===== src/rtl/acc_int_adder.sv =====
// Exact registered integer adder: operand registers, full-carry add, registered sum/carry/overflow.
// Optional low-segment hold of the input and output registers when ACC_INT_ADD_LOWGATE_EN is defined.
module acc_int_adder #(
    parameter int DATA_PATH_BITWIDTH = 32,
    parameter int CLKGATED_BITWIDTH  = 16
) (
    input  logic                          clk,
    input  logic                          rst,
`ifdef ACC_INT_ADD_LOWGATE_EN
    input  logic                          reg_en,
`endif
    input  logic [DATA_PATH_BITWIDTH-1:0] a,
    input  logic [DATA_PATH_BITWIDTH-1:0] b,
    output logic [DATA_PATH_BITWIDTH-1:0] c,
    output logic                          cout,
    output logic                          ovf
);

    localparam int N = DATA_PATH_BITWIDTH;

    // Bits set in this mask always load; cleared bits form the holdable low segment.
    localparam logic [N-1:0] HIGH_MASK = {N{1'b1}} << CLKGATED_BITWIDTH;

    // Two's-complement overflow: like-signed operands produce a differently-signed sum.
    function automatic logic signed_ovf(input logic a_msb, input logic b_msb, input logic s_msb);
        return (a_msb == b_msb) && (s_msb != a_msb);
    endfunction

    logic [N-1:0] a_r;
    logic [N-1:0] b_r;
    logic [N:0]   sum_full_s;
    logic         low_en_s;
    logic [N-1:0] load_mask_s;
    logic [N-1:0] a_next_s;
    logic [N-1:0] b_next_s;
    logic [N-1:0] c_next_s;

`ifdef ACC_INT_ADD_LOWGATE_EN
    logic en_q_r;

    // Enable register: reg_en sampled at one edge governs low-segment loads at the next.
    always_ff @(posedge clk or negedge rst) begin
        if (!rst) begin
            en_q_r <= 1'b0;
        end else begin
            en_q_r <= reg_en;
        end
    end

    assign low_en_s = en_q_r;
`else
    assign low_en_s = 1'b1;
`endif

    // Full-width add; the upper part sees the (possibly held) low operand bits and their carry.
    assign sum_full_s = {1'b0, a_r} + {1'b0, b_r};

    // Merge fresh data with held low bits according to the current enable.
    always_comb begin
        load_mask_s = {N{1'b1}};
        if (low_en_s) begin
            load_mask_s = {N{1'b1}};
        end else begin
            load_mask_s = HIGH_MASK;
        end
        a_next_s = (a & load_mask_s) | (a_r & ~load_mask_s);
        b_next_s = (b & load_mask_s) | (b_r & ~load_mask_s);
        c_next_s = (sum_full_s[N-1:0] & load_mask_s) | (c & ~load_mask_s);
    end

    // Operand and result pipeline registers.
    always_ff @(posedge clk or negedge rst) begin
        if (!rst) begin
            a_r  <= {N{1'b0}};
            b_r  <= {N{1'b0}};
            c    <= {N{1'b0}};
            cout <= 1'b0;
            ovf  <= 1'b0;
        end else begin
            a_r  <= a_next_s;
            b_r  <= b_next_s;
            c    <= c_next_s;
            cout <= sum_full_s[N];
            ovf  <= signed_ovf(a_r[N-1], b_r[N-1], sum_full_s[N-1]);
        end
    end

endmodule


===== config.mk =====
export PLATFORM = sky130hd
export DESIGN_NAME = acc_int_adder
export DESIGN_NICKNAME = d
export VERILOG_FILES = /design/src/rtl/acc_int_adder.sv
export SDC_FILE = /design/constraint.sdc
export NUM_CORES = 1
export LEC_CHECK = 0
export ABC_AREA = 1
export BUFFER_PORTS_ARGS = -buffer_cell sky130_fd_sc_hd__buf_2
export CAP_MARGIN = 20
export CORE_MARGIN = 4
export CORE_UTILIZATION = 54
export DETAILED_ROUTE_END_ITERATION = 16
export HOLD_SLACK_MARGIN = 0.02
export PLACE_DENSITY = 0.78
export SYNTH_ARGS = -nofsm -noshare
export SYNTH_HDL_FRONTEND = slang
export SYNTH_SLANG_ARGS = --single-unit

===== constraint.sdc =====
create_clock -name clk -period 2.4 [get_ports clk]
set_input_delay 0 -clock clk [delete_from_list [all_inputs] [get_ports clk]]
set_output_delay 0 -clock clk [all_outputs]
set_load 0.05 [all_outputs]

==> results of run 1 <==
[critical path: cells and delay by family, from the launching register on]
family        cells  cell delay (ns)
simple gates      6             0.58
xor+xnor          1             0.28
fa+ha+maj         2             0.70
flops             1             0.39
[cells in the final DEF (no fill, tap or decap), drive strengths merged]
cell type	netlist	final
nor4	1	1
inv	65	68
o21ai	12	12
buf	0	100
dfrtp	98	98
nand2	161	161
clkbuf	0	10
o21a	3	3
nor3	6	6
clkinv	0	2
xor2	20	20
a21o	2	2
ha	32	32
a21oi	32	32
and3	1	1
nand4	6	6
nand3	22	22
o21bai	5	5
nor2	55	55
dlygate4sd3	0	65
fa	1	1
nand3b	2	2
clkinvlp	0	1
[cell families (layout without fill, tap and decap cells)]
logic type	count (synthesis)	in the layout	share of synthesized area (%)
AO/OA/AOI/OAI	54	54	6.36
flip-flops	98	98	52.8
adder cells (fa/ha/maj)	33	33	9.06
XOR/XNOR	20	20	3.77
AND/OR/NAND/NOR	254	254	22.7
buffers and inverters	65	246	5.26
[state kept, by name, indices dropped and copies added (netlist names)]
register	flops
c	32
cout	1
b_r	32
a_r	32
ovf	1
[report_power, final]
part	leakage, nW	switching, mW	internal, mW
combinational	1.97	0.893	0.382
sequential	1.15	0.0488	1.81
clock	0.0984	0.609	0.431
total	3.21	1.55	2.63
[layout make-up]
type / count / share of cell area, %
clock buffers: 10 / 2.24
flip-flops and latches: 98 / 40.0
inverters: 65 / 3.98
multi-input cells: 361 / 31.7
repair buffers: 165 / 19.0
clock inverters: 6 / 0.958
well taps: 105 / 2.14
[final timing paths]
path,slack (ns),endpoint,cells after the start
setup / recovery,0.34,c[14]$_DFF_PN0_,9
hold / removal,0.20,a_r[7]$_DFF_PN0_,2
setup reg to reg,0.34,c[14]$_DFF_PN0_,9
hold reg to reg,0.49,c[0]$_DFF_PN0_,1
max in group asynchronous,1.53,c[0]$_DFF_PN0_,3
min in group clk,0.26,a_r[18]$_DFF_PN0_,2
[per-layer routing]
metal	wire length (um)	share of wire, %	global-route usage, %	vias up
li1	-	-	-	2009
met1	4770	43	30.4	1828
met2	5550	50	40.8	113
met3	725	6.5	5.12	15
met4	164	1.5	6.01	0
met5	0	0	0	-
[stage by stage]
stage / hold slack, ns / std cells
floorplan: -0.296 / 524
global placement: 0.0555 / 729
detailed placement: 0.0678 / 729
CTS: 0.220 / 810
global route: 0.245 / 810
finish: 0.201 / 810
==> impl_results.md, run 1 <==
* Element type at the critical path end: flip-flop
* Row Count at 33
* Global-route wire length before repair at 18,700 um
* Final setup violation count at 0
* Hpwl dp at 8110 um
* Post-Syn Instances at 524
* CTS buffer count at 9
* CTS root buf: clkbuf_8
* Most used cell, CP: nand2_2
* Post-CTS Hold Buffers at 65
* Most frequent cell after synthesis: nand2_1
* YS warnings at 0
* Placed Area at about 5300 um2
* Core ar. at about 8300 um2
* Cell variety after synth at 21
* Routed Antenna Nets at 0
* CTS resizes at 0
* WL final at 11,200 um
* Worst-path clk slew at 0.10 ns
* Post-CTS Setup Bufs at 0
* Via density at roughly 4.9
* GRT overflow at 0
* Crit-path max FO at 4
* Syn Nets at 623
* Later-pin clock latency in the skew report at roughly 0.36 ns
* DRT Pass-1 Iters at 4
* Hold Path Class: input port to async pin
* Synth Flop Type: dfrtp_1
* Syn avg cell area at 8.86 um2
* Initial antenna violation count at 0
* Port bufs at 99
* Yosys reg bits at 98
* CTS tree: built
* Max-Slew Margin vs Limit at 56.3%
* Sink Count at 98
* Routed wire per std cell at 13.8 um
* Register area at around 2500 um2
* Launch point of the worst path: a_r[0]$_DFF_PN0_
* Post-layout min period at roughly 2.1 ns
* 1st-iter DRT viols at 159
* Layout cells sized above 1 at 18.4%
* Number of synthesized flops with an enable pin at 0
* Slowest CP cell: fa_1
* Pin count of the biggest net entering global routing at 53
* Clock Skew at 0.0154 ns
* FFs w/ async S/R, synth at 100%
* Total power at 4.18 mW
* Die Area at 10,100 um2
* Cell chain of the critical path: ha_1 > fa_1 > nand3_1 > nand2_2 > nand2_1 > nand2_2 > nand3_2 > nand2_2 > xor2_1
* Initial Util at 55.9%
* Required @ worst endpoint at 2.64 ns
* Clock buffer depth at 2
* DP Worst Slack at 0.390 ns
* Setup Crit Path Kind: flip-flop to flip-flop
* Synth area leader: dfrtp_1
* Multi-input gate area at 1940 um2
* Critical Path AT at 2.31 ns
* Final worst slack at 0.338 ns
* Die Width at 101 um
* Tcrit/Tclk final at 85.9%
* Top Ports at 100
* Synthesized area at 4640 um2
* Total Nets Final at ~800
* Sequential area share after synthesis at 52.8%
* Worst setup SP type: flip-flop
* Reg2reg start: a_r[0]$_DFF_PN0_
* DRC viols at 0
* Status: finished, final reports clean
* Syn-to-layout area delta at 32.2%
* Fmax achieved at roughly 480 MHz
* Post-Route Setup TNS at 0 ns
* Max IR drop VDD at 0.000391 V
* Top post-synthesis cells by count: nand2_1 (149), dfrtp_1 (98), inv_1 (65)
* Vias at 3,965
* Max-slew violation count at 0
* Fin. Hold Viols at 0
* Number of global-route vias before repair at 4,081
* CP max stage delay at 0.44 ns
* CTS H-tree depth at 3
* Post-synth top area share at 52.8%
* Max-cap viol count at 0
* Pwr Density at roughly 700 nW/um2
* Fillers at approximately 640
* LEAKAGE at 3.21 nW
* Unrepaired setup endpoints after global routing: no
* Tightest Pin Transition at roughly 0.66 ns
* Layout Utilization at 73.9%
* GPL Wtd Cong at 0.857
* Antenna diode count at 0
* Post-route cell area at between 6000 and 7000 um2
* Overall die height at 101 um
* Area contributors post-synth: dfrtp_1 (53%), nand2_1 (12%), ha_1 (8.6%), inv_1 (5.3%), nor2_1 (4.4%)
* GRT Util Overall at 23.7%
Note: power is estimated with default switching activity, not from simulation.
==> run 2: changes to the inputs <==
Settings changed: CAP_MARGIN 20 to default, CORE_MARGIN 4 to 3, PLACE_DENSITY 0.78 to default, PLACE_DENSITY_LB_ADDON from default to 0.15.
==> run 2 against run 1 <==
  * Clock-buffer cell count is the same
  * Register-to-register slack lost 0.02 ns
  * Sequential share of layout area is essentially flat
  * Via count grew 0.96%
  * Clock power is essentially flat
==> impl_results.md, run 2 (same netlist as run 1, synthesis figures left out) <==
* Status: finished, final reports clean
* DRC viols at 0 (unchanged)
* Int Pwr at 2.63 mW (about the same)
* Sink Count at 98 (unchanged)
* Max-cap viol count at 0 (unchanged)
* Antenna diode count at 0 (unchanged)
* CP top delay family: adder cells
* Max-Slew Margin vs Limit at 62.3% (+6.0 points)
* Tcrit/Tclk final at 86.7% (+0.73 points)
* Routed wire per std cell at 14.1 um (+2.0%)
* Reg2reg start: a_r[0]$_DFF_PN0_
* Crit-path max FO at 4 (unchanged)
* Critical Path AT at 2.34 ns (+0.03 ns)
* Logic pwr share at 30.5% (about the same)
* Post-route cell area at 6130 um2 (about the same)
* Fillers at 609 (-4.5%)
* CP max stage delay at 0.44 ns (about the same)
* Fmax achieved at 481 MHz (-0.84%)
* GRT overflow at 0 (unchanged)
* GPL Wtd Cong at 0.907 (+5.8%)
* CTS root buf: clkbuf_8
* Post-Route Setup TNS at 0 ns (unchanged)
* Total Nets Final at 799 (unchanged)
* CTS H-tree depth at 3 (unchanged)
* Most frequent cells in the layout: nand2_1 (149), dfrtp_1 (98), buf_2 (98)
* LEAKAGE at 3.21 nW (about the same)
* Max IR drop VDD at 0.000490 V (+25%)
* Required @ worst endpoint at 2.66 ns (+0.02 ns)
* Global-route wire length before repair at 18,900 um (+0.81%)
* Die Width at 98.7 um (-2.0%)
* Tightest Pin Transition at 0.565 ns (-0.0907 ns)
* DRT Pass-1 Iters at 4 (unchanged)
* 1st-iter DRT viols at 236 (+48%)
* Most common cell after layout, fill and taps aside: nand2_1
* Placed Area at 5290 um2 (unchanged)
* Launch point of the worst path: a_r[0]$_DFF_PN0_
* R2R setup slack at 0.32 ns (-0.02 ns)
* Core ar. at 8300 um2 (unchanged)
* Pwr Density at 682 nW/um2 (+0.21%)
* Hpwl dp at 8160 um (+0.61%)
* DP Worst Slack at 0.394 ns (+0.00361 ns)
* Final setup violation count at 0 (unchanged)
* Post-layout min period at 2.08 ns (+0.0176 ns)
* Initial Util at 55.9% (unchanged)
* Switch Pwr at 1.56 mW (+0.58%)
* RR Endpoint: c[14]$_DFF_PN0_
* Slowest CP cell: fa_1
* Cell chain of the critical path: ha_1 > fa_1 > nand3_1 > nand2_2 > nand2_1 > nand2_2 > nand3_2 > nand2_2 > xor2_1
* GRT Util Overall at 24.9% (+1.2 points)
* Worst setup SP type: flip-flop
* Buf/Inv on CP at 0 (unchanged)
* Initial antenna violation count at 0 (unchanged)
* Hold slack final at 0.150 ns (-0.0510 ns)
* Sw frac at 37.3% (+0.15 points)
* Final worst slack at 0.320 ns (-0.0176 ns)
* CTS resizes at 0 (unchanged)
* Number of global-route vias before repair at 4,030 (-1.2%)
* Sequential Power Share at 44.5% (about the same)
* Max-slew violation count at 0 (unchanged)
* Unrepaired setup endpoints after global routing: no
* Fin. Hold Viols at 0 (unchanged)
* Largest regs: a_r: 32 flops, b_r: 32 flops, c: 32 flops
* Routed Antenna Nets at 0 (unchanged)
* Hold Path Class: input port to async pin
* Top Ports at 100 (unchanged)
* Setup Crit Path Kind: flip-flop to flip-flop
* Clock share of power at 24.9% (about the same)
* Element type at the critical path end: flip-flop
* Pin count of the biggest net entering global routing at 54 (+1.9%)
* CTS buffer count at 9 (unchanged)
* Reg2Reg Depth at 9 (unchanged)
* CTS tree: built
* Layout cells sized above 1 at 18.4% (unchanged)
* Via density at 4.94 (+0.96%)
* WL final at 11,400 um (+2.0%)
* Clock buffer depth at 2 (unchanged)
* Most used cell, CP: nand2_2
* Overall die height at 98.7 um (-2.0%)
* Port bufs at 99 (unchanged)
* Die Area at 9740 um2 (-3.9%)
* Row Count at 33 (unchanged)
* Worst-path clk slew at 0.09 ns (about the same)
* Clock Skew at 0.0109 ns (-0.00450 ns)
* Vias at 4,003 (+0.96%)
* Later-pin clock latency in the skew report at 0.38 ns (+0.02 ns)
* Layout Utilization at 73.9% (about the same)
* Syn-to-layout area delta at 32.2% (about the same)
-- run 2: changes by cell type in the layout (fill, tap and decap cells not counted) --
cell and delta:
clkinv_4 -1, inv_6 +2, inv_8 -1
-- run 2: layout make-up --
type | count | area, um2 | share of cell area [%]
Sequential cell | 98 | 2450 | 40.0
Clock inverter | 6 | 56.3 | 0.918
Inverter | 65 | 244 | 3.98
Tap cell | 105 | 131 | 2.14
Clock buffer | 10 | 138 | 2.24
Timing Repair Buffer | 165 | 1170 | 19.0
Multi-Input combinational cell | 361 | 1940 | 31.7
-- run 2: through the flow --
step | cells | total power, mW
2_1_floorplan | 524 | 2.74
3_3_place_gp | 729 | 3.07
3_5_place_dp | 729 | 3.08
4_1_cts | 810 | 4.21
5_1_grt | 810 | 4.40
6_report | 810 | 4.18
-- run 2: per-layer routing --
| metal | part of all wire, % | global-route usage (%) |
|---|---|---|
| met2 | 51 | 44.4 |
| met3 | 5.4 | 4.81 |
| met4 | 1.3 | 6.72 |
| met5 | 0 | 0 |
| met1 | 42 | 30.9 |
-- run 2: how the worst max path moves through the flow --
| stage | slack [ns] | end | depth (start not counted) |
|---|---|---|---|
| after floorplan | 0.62 | c[26]$_DFF_PN0_ | 12 |
| after global placement | 0.39 | c[16]$_DFF_PN0_ | 12 |
| after detailed placement | 0.39 | c[26]$_DFF_PN0_ | 12 |
| after CTS | 0.32 | c[22]$_DFF_PN0_ | 12 |
| after global routing | 0.19 | c[22]$_DFF_PN0_ | 12 |
| final | 0.32 | c[14]$_DFF_PN0_ | 9 |
-- run 2: power by group through the flow --
stage | clock network, mW | logic, mW | registers [mW]
3_3_place_gp | 0 | 1.17 | 1.89
3_5_place_dp | 0 | 1.19 | 1.90
6_report | 1.04 | 1.28 | 1.86
2_1_floorplan | 0 | 0.432 | 2.30
5_1_grt | 1.13 | 1.38 | 1.88
4_1_cts | 1.07 | 1.27 | 1.86
-- run 2: what timing repair did --
action                    in CTS  in global routing
buffers inserted               0                  0
hold endpoints to repair     109                  0
hold buffers                  65                  0
